`src/rtl/serial_sign_applier_if.sv`:
```
// Handshake and data bundle for the bit-serial sign applier.
// The requester drives start/sign/mag; the converter returns status and result.
interface serial_sign_applier_if #(
   parameter int B = 12
);
   logic         start;
   logic         sign;
   logic [B-1:0] mag;
   logic         ready;
   logic         done;
   logic [B-1:0] out;
   logic         range_err;

   modport master (
      output start, sign, mag,
      input  ready, done, out, range_err
   );

   modport slave (
      input  start, sign, mag,
      output ready, done, out, range_err
   );
endinterface

```
`src/rtl/serial_sign_applier.sv`:
```
// Bit-serial sign-magnitude to two's-complement converter.
// Walks the magnitude LSB first, copying bits up to and including the first
// one, then inverting the rest when the operand is negative.
//
// state   | meaning
// --------+-------------------------------------------------------------
// S_IDLE  | waiting for start; ready=1
// S_SHIFT | one magnitude bit converted per clock, B clocks in total
// S_DONE  | one-cycle done pulse; result already registered on out
module serial_sign_applier #(
   parameter int B = 12
) (
   input logic               clk,
   input logic               rst_n,
   serial_sign_applier_if.slave bus
);

   localparam int CW = $clog2(B);

   localparam logic [1:0] S_IDLE  = 2'd0;
   localparam logic [1:0] S_SHIFT = 2'd1;
   localparam logic [1:0] S_DONE  = 2'd2;

   localparam logic [B-1:0]  HALF = {1'b1, {(B-1){1'b0}}};
   localparam logic [CW-1:0] LAST = CW'(B - 1);

   logic [1:0]    state_q,         state_d;
   logic [B-1:0]  shreg_q,         shreg_d;
   logic [B-1:0]  work_q,          work_d;
   logic [B-1:0]  out_q,           out_d;
   logic [CW-1:0] cnt_q,           cnt_d;
   logic          sign_q,          sign_d;
   logic          seen_one_q,      seen_one_d;
   logic          err_next_q,      err_next_d;
   logic          range_err_q,     range_err_d;

   logic          bit_in;
   logic          r_bit;

   // Next-state and datapath: load on accept, convert one bit per SHIFT cycle
   always_comb begin
      state_d     = state_q;
      shreg_d     = shreg_q;
      work_d      = work_q;
      out_d       = out_q;
      cnt_d       = cnt_q;
      sign_d      = sign_q;
      seen_one_d  = seen_one_q;
      err_next_d  = err_next_q;
      range_err_d = range_err_q;

      bit_in = shreg_q[0];
      // Invert only once a one has already passed through; the first one
      // itself is copied unchanged.
      r_bit  = (sign_q && seen_one_q) ? ~bit_in : bit_in;

      case (state_q)
         S_IDLE: begin
            if (bus.start) begin
               shreg_d    = bus.mag;
               sign_d     = bus.sign;
               seen_one_d = 1'b0;
               cnt_d      = '0;
               // Positive values need MSB clear; negatives may reach -2^(B-1).
               err_next_d = (!bus.sign && bus.mag[B-1]) ||
                            (bus.sign && (bus.mag > HALF));
               state_d    = S_SHIFT;
            end
         end
         S_SHIFT: begin
            seen_one_d = seen_one_q | bit_in;
            shreg_d    = {1'b0, shreg_q[B-1:1]};
            work_d     = {r_bit, work_q[B-1:1]};
            cnt_d      = cnt_q + CW'(1);
            if (cnt_q == LAST) begin
               out_d       = {r_bit, work_q[B-1:1]};
               range_err_d = err_next_q;
               cnt_d       = '0;
               state_d     = S_DONE;
            end
         end
         S_DONE: begin
            state_d = S_IDLE;
         end
         default: begin
            state_d = S_IDLE;
         end
      endcase
   end

   // State and datapath registers; reset abandons any conversion in flight
   always_ff @(posedge clk or negedge rst_n) begin
      if (!rst_n) begin
         state_q     <= S_IDLE;
         shreg_q     <= '0;
         work_q      <= '0;
         out_q       <= '0;
         cnt_q       <= '0;
         sign_q      <= 1'b0;
         seen_one_q  <= 1'b0;
         err_next_q  <= 1'b0;
         range_err_q <= 1'b0;
      end else begin
         state_q     <= state_d;
         shreg_q     <= shreg_d;
         work_q      <= work_d;
         out_q       <= out_d;
         cnt_q       <= cnt_d;
         sign_q      <= sign_d;
         seen_one_q  <= seen_one_d;
         err_next_q  <= err_next_d;
         range_err_q <= range_err_d;
      end
   end

   assign bus.ready     = (state_q == S_IDLE);
   assign bus.done      = (state_q == S_DONE);
   assign bus.out       = out_q;
   assign bus.range_err = range_err_q;

endmodule

```
`src/flat_wrapper.sv`:
```
// flat-port wrapper written by rule: the top's interface ports become plain ports
module serial_sign_applier_flat 
#(
   parameter int B = 12
)
  (clk, rst_n, bus_start, bus_sign, bus_mag, bus_ready, bus_done, bus_out, bus_range_err);
  serial_sign_applier_if #(.B(B)) bus_i ();
  input logic clk;
  input logic rst_n;
  input wire logic [$bits(bus_i.start)-1:0] bus_start;
  input wire logic [$bits(bus_i.sign)-1:0] bus_sign;
  input wire logic [$bits(bus_i.mag)-1:0] bus_mag;
  output wire logic [$bits(bus_i.ready)-1:0] bus_ready;
  output wire logic [$bits(bus_i.done)-1:0] bus_done;
  output wire logic [$bits(bus_i.out)-1:0] bus_out;
  output wire logic [$bits(bus_i.range_err)-1:0] bus_range_err;
  assign bus_i.start = bus_start;
  assign bus_i.sign = bus_sign;
  assign bus_i.mag = bus_mag;
  assign bus_ready = bus_i.ready;
  assign bus_done = bus_i.done;
  assign bus_out = bus_i.out;
  assign bus_range_err = bus_i.range_err;
  serial_sign_applier #(.B(B)) u_core (.clk(clk), .rst_n(rst_n), .bus(bus_i));
endmodule
```
`config.mk`:
```
export PLATFORM = sky130hd
export DESIGN_NAME = serial_sign_applier_flat
export DESIGN_NICKNAME = d
export VERILOG_FILES = /design/src/rtl/serial_sign_applier_if.sv /design/src/rtl/serial_sign_applier.sv /design/src/flat_wrapper.sv
export SDC_FILE = /design/constraint.sdc
export NUM_CORES = 1
export LEC_CHECK = 0
export CAP_MARGIN = 10
export CORE_MARGIN = 10
export CORE_UTILIZATION = 25
export CTS_BUF_LIST = sky130_fd_sc_hd__clkbuf_16
export CTS_CLUSTER_DIAMETER = 80
export DETAILED_ROUTE_END_ITERATION = 12
export PLACE_DENSITY = 0.5
export RECOVER_POWER = 50
export SYNTH_ARGS = -nofsm -noshare
export SYNTH_HDL_FRONTEND = slang
export SYNTH_SLANG_ARGS = --single-unit
```
`constraint.sdc`:
```
create_clock -name clk -period 1.5 [get_ports clk]
set_input_delay 0.45 -clock clk [delete_from_list [all_inputs] [get_ports clk]]
set_output_delay 0.45 -clock clk [all_outputs]
set_load 0.1 [all_outputs]
```
==> flow_summary.yaml <==
floorplan:
  core_area_mm2: 0.00781
  io_pins: 31
  fp.dieW_um: 110
  rows: 32
  die_area_mm2: 0.0122
  die_h_um: 110
  initial_utilization: 0.261
clocking:
  clockBufferDepth: 2
  clkTransAtPathRegs_ns: 0.07
  cts_tree: "done"
  cts_hold_buf: 0
  cts_sinks: 45
  root_buffer: "clkbuf_16"
  cts_made_buffers: 5
  insertion_delay_ns: 0.29
  h-tree-depth: 2
final_layout:
  final_cell_mix: "nand2_1, dfrtp_1, buf_4"
  final_layout_size_suffix_gt1_frac: 0.344
  fill_cells: 756
  final_design_area_no_fill_mm2: 0.00300
  antenna_cells: 0
  syn_to_final_growth_pct: 47.4
  fin_nets: 260
  final_common_cell: "nand2_1"
hold_path:
  hold_path_class: "in2async"
critical_path:
  regToRegStartpoint: "u_core.state_q[1]"
  crit_path_max_fanout: 3
  critPathLaunchType: "flip-flop"
  crit_type: "reg2out"
  cp.required_ns: 1.05
  critPathCaptureType: "output port"
  cp.arrival_ns: 1.14
  critPathLaunch: "u_core.state_q[0]"
yosys:
  synth_top_cell_by_area: "dfrtp_1"
  synth_edf_count: 0
  syn-cell-area_mm2: 0.00204
  synth-main-ff-cell: "dfrtp_1"
  synth-seq-area-share: 0.553
  avgSynthCellArea_um2: 11.3
  synth_fp_nets: 197
  synth_top_area_frac: 0.553
  syn_inst: 180
  yosys_register_bits: 45
  yosys.cell_types.count: 31
  synth_area_leaders: "dfrtp_1, nand2_1, mux2_4, a22oi_1, o21ai_0"
  yosysWarnings: 0
  synthArstFlopShare: 1.00
detailed_routing:
  viasPerCell: 4.26
  ant_nets: 0
  num_vias: 1473
  avgRoutedWirePerCell_um: 13.4
  drtPass1Iterations: 4
  drt_iter0_markers: 68
  totalWireLength_um: 4640
  drc: 0
place:
  placed_cell_area_mm2: 0.00275
  numPortBuffers: 30
  gp_congestion: 0.761
  hpwl_um: 3260
power_and_ir_drop:
  pwr-share-seq: 0.308
  power_density_mw_per_mm2: 2450
  intPower_uw: 4110
  finalPower_uw: 7350
  switchingPower_uw: 3240
  comb_power_share: 0.543
  p_leak_uw: 0.00137
  p_sw_frac: 0.441
  peakVddDrop_mv: 0.867
  p_clk_frac: 0.149
timing:
  slew_violations: 0
  hold_viol_final: 0
  fin_crit_ns: 1.59
  worst_slack_ns: -0.0905
  rsz0062_at_grt: "yes"
  clock_skew_ns: 0.00851
  holdWs_ns: 0.439
  setup_viol: 2
  worst_pin_slew_ns: 1.10
  clock.fmax_mhz: 629
  slew_headroom: 0.263
  timing.final.crit_share: 1.06
flow_run:
  drv_cap: 0
grt:
  track_usage: 0.0796
  gr-total-overflow: 0
  grt_max_degree: 46
  grt_pass1_wl_um: 7620
  antenna_found_initial: 0
  grt_pass1_vias: 1439
outcome:
  run_status: "finished, violations left"
  violations: "setup timing"
-- cells by family after synthesis --
kind of cell	count (synthesis)	share of synthesized area
buf+inv	10	0.0405
simple gates	70	0.184
compound gates	37	0.108
mux	15	0.0995
xor+xnor	2	0.00860
flops	45	0.553
fa+ha+maj	1	0.00614
-- per-layer routing --
layer | up-vias | wire length (µm) | global-route usage
met5 | - | 0 | 0
met3 | 4 | 162 | 0.0203
met4 | 0 | 63 | 0.0330
li1 | 742 | - | -
met1 | 702 | 2180 | 0.107
met2 | 25 | 2230 | 0.118
-- synthesized netlist by cell type, types with 2 or more instances --
| cell type | instances |
|---|---|
| mux2_4 | 9 |
| dfrtp_1 | 45 |
| o21ai_0 | 15 |
| nor4_1 | 2 |
| nand2_1 | 46 |
| a21oi_1 | 7 |
| nor4b_1 | 2 |
| buf_6 | 3 |
| a22oi_1 | 11 |
| o21ai_1 | 2 |
| mux2_2 | 6 |
| nor2b_1 | 10 |
| clkbuf_1 | 2 |
| nor2_1 | 2 |
| buf_2 | 2 |
-- per-stage QoR --
stage | TNS [ns] | util | std cells | setup slack [ns]
floorplan | -0.217 | - | 180 | -0.121
global route | -0.318 | 0.384 | 346 | -0.130
global placement | -1.51 | 0.353 | 329 | -0.147
CTS | -0.194 | 0.380 | 343 | -0.0974
finish | -0.179 | 0.384 | 346 | -0.0905
detailed placement | -2.15 | 0.353 | 329 | -0.174
-- state kept, by name, indices dropped and copies added, names as in the netlist --
register	count
u_core.bus.out	12
u_core.bus.range_err	1
u_core.cnt_q	4
u_core.err_next_q	1
u_core.seen_one_q	1
u_core.shreg_q	12
u_core.sign_q	1
u_core.state_q	2
u_core.work_q	11
-- power by group through the flow --
stage	clock network (µW)	registers, µW	logic [µW]
floorplan	0	3330	1410
global placement	0	2270	3790
detailed placement	0	2270	3820
CTS	1130	2250	3920
global route	1170	2330	4240
finish	1090	2260	3990
-- worst max-delay path: stages, from the launching register on --
cell and delay (ns):
dfrtp_1 0.41, buf_6 0.15, nor2b_4 0.12, buf_12 0.18
-- final timing paths --
path	end	slack, ns	cells past startpoint
hold reg to reg	u_core.work_q[2]	0.49	2
setup / recovery	bus_done	-0.09	3
max in group asynchronous	u_core.state_q[1]	0.31	2
setup reg to reg	u_core.bus.out[0]	0.04	5
min in group clk	u_core.work_q[2]	0.49	2
hold / removal	u_core.bus.out[7]	0.44	2
-- final cells by class --
cell class              instances  area (µm²)  area share
flip-flops and latches         45        1130       0.376
repair buffers                 65         741       0.247
clock inverters                 3        21.3     0.00709
clock buffers                   5         125      0.0417
inverters                       1        3.75     0.00125
multi-input cells             125         856       0.285
well taps                     102         128      0.0425
-- timing repair --
| item | CTS | global route |
|---|---|---|
| endpoints found under the setup margin | 6 | 13 |
| setup buffers | 6 | 3 |
| gates resized for setup | 3 | 7 |
| pin swaps | 2 | 0 |
Note: power is estimated with default switching activity, not from simulation.
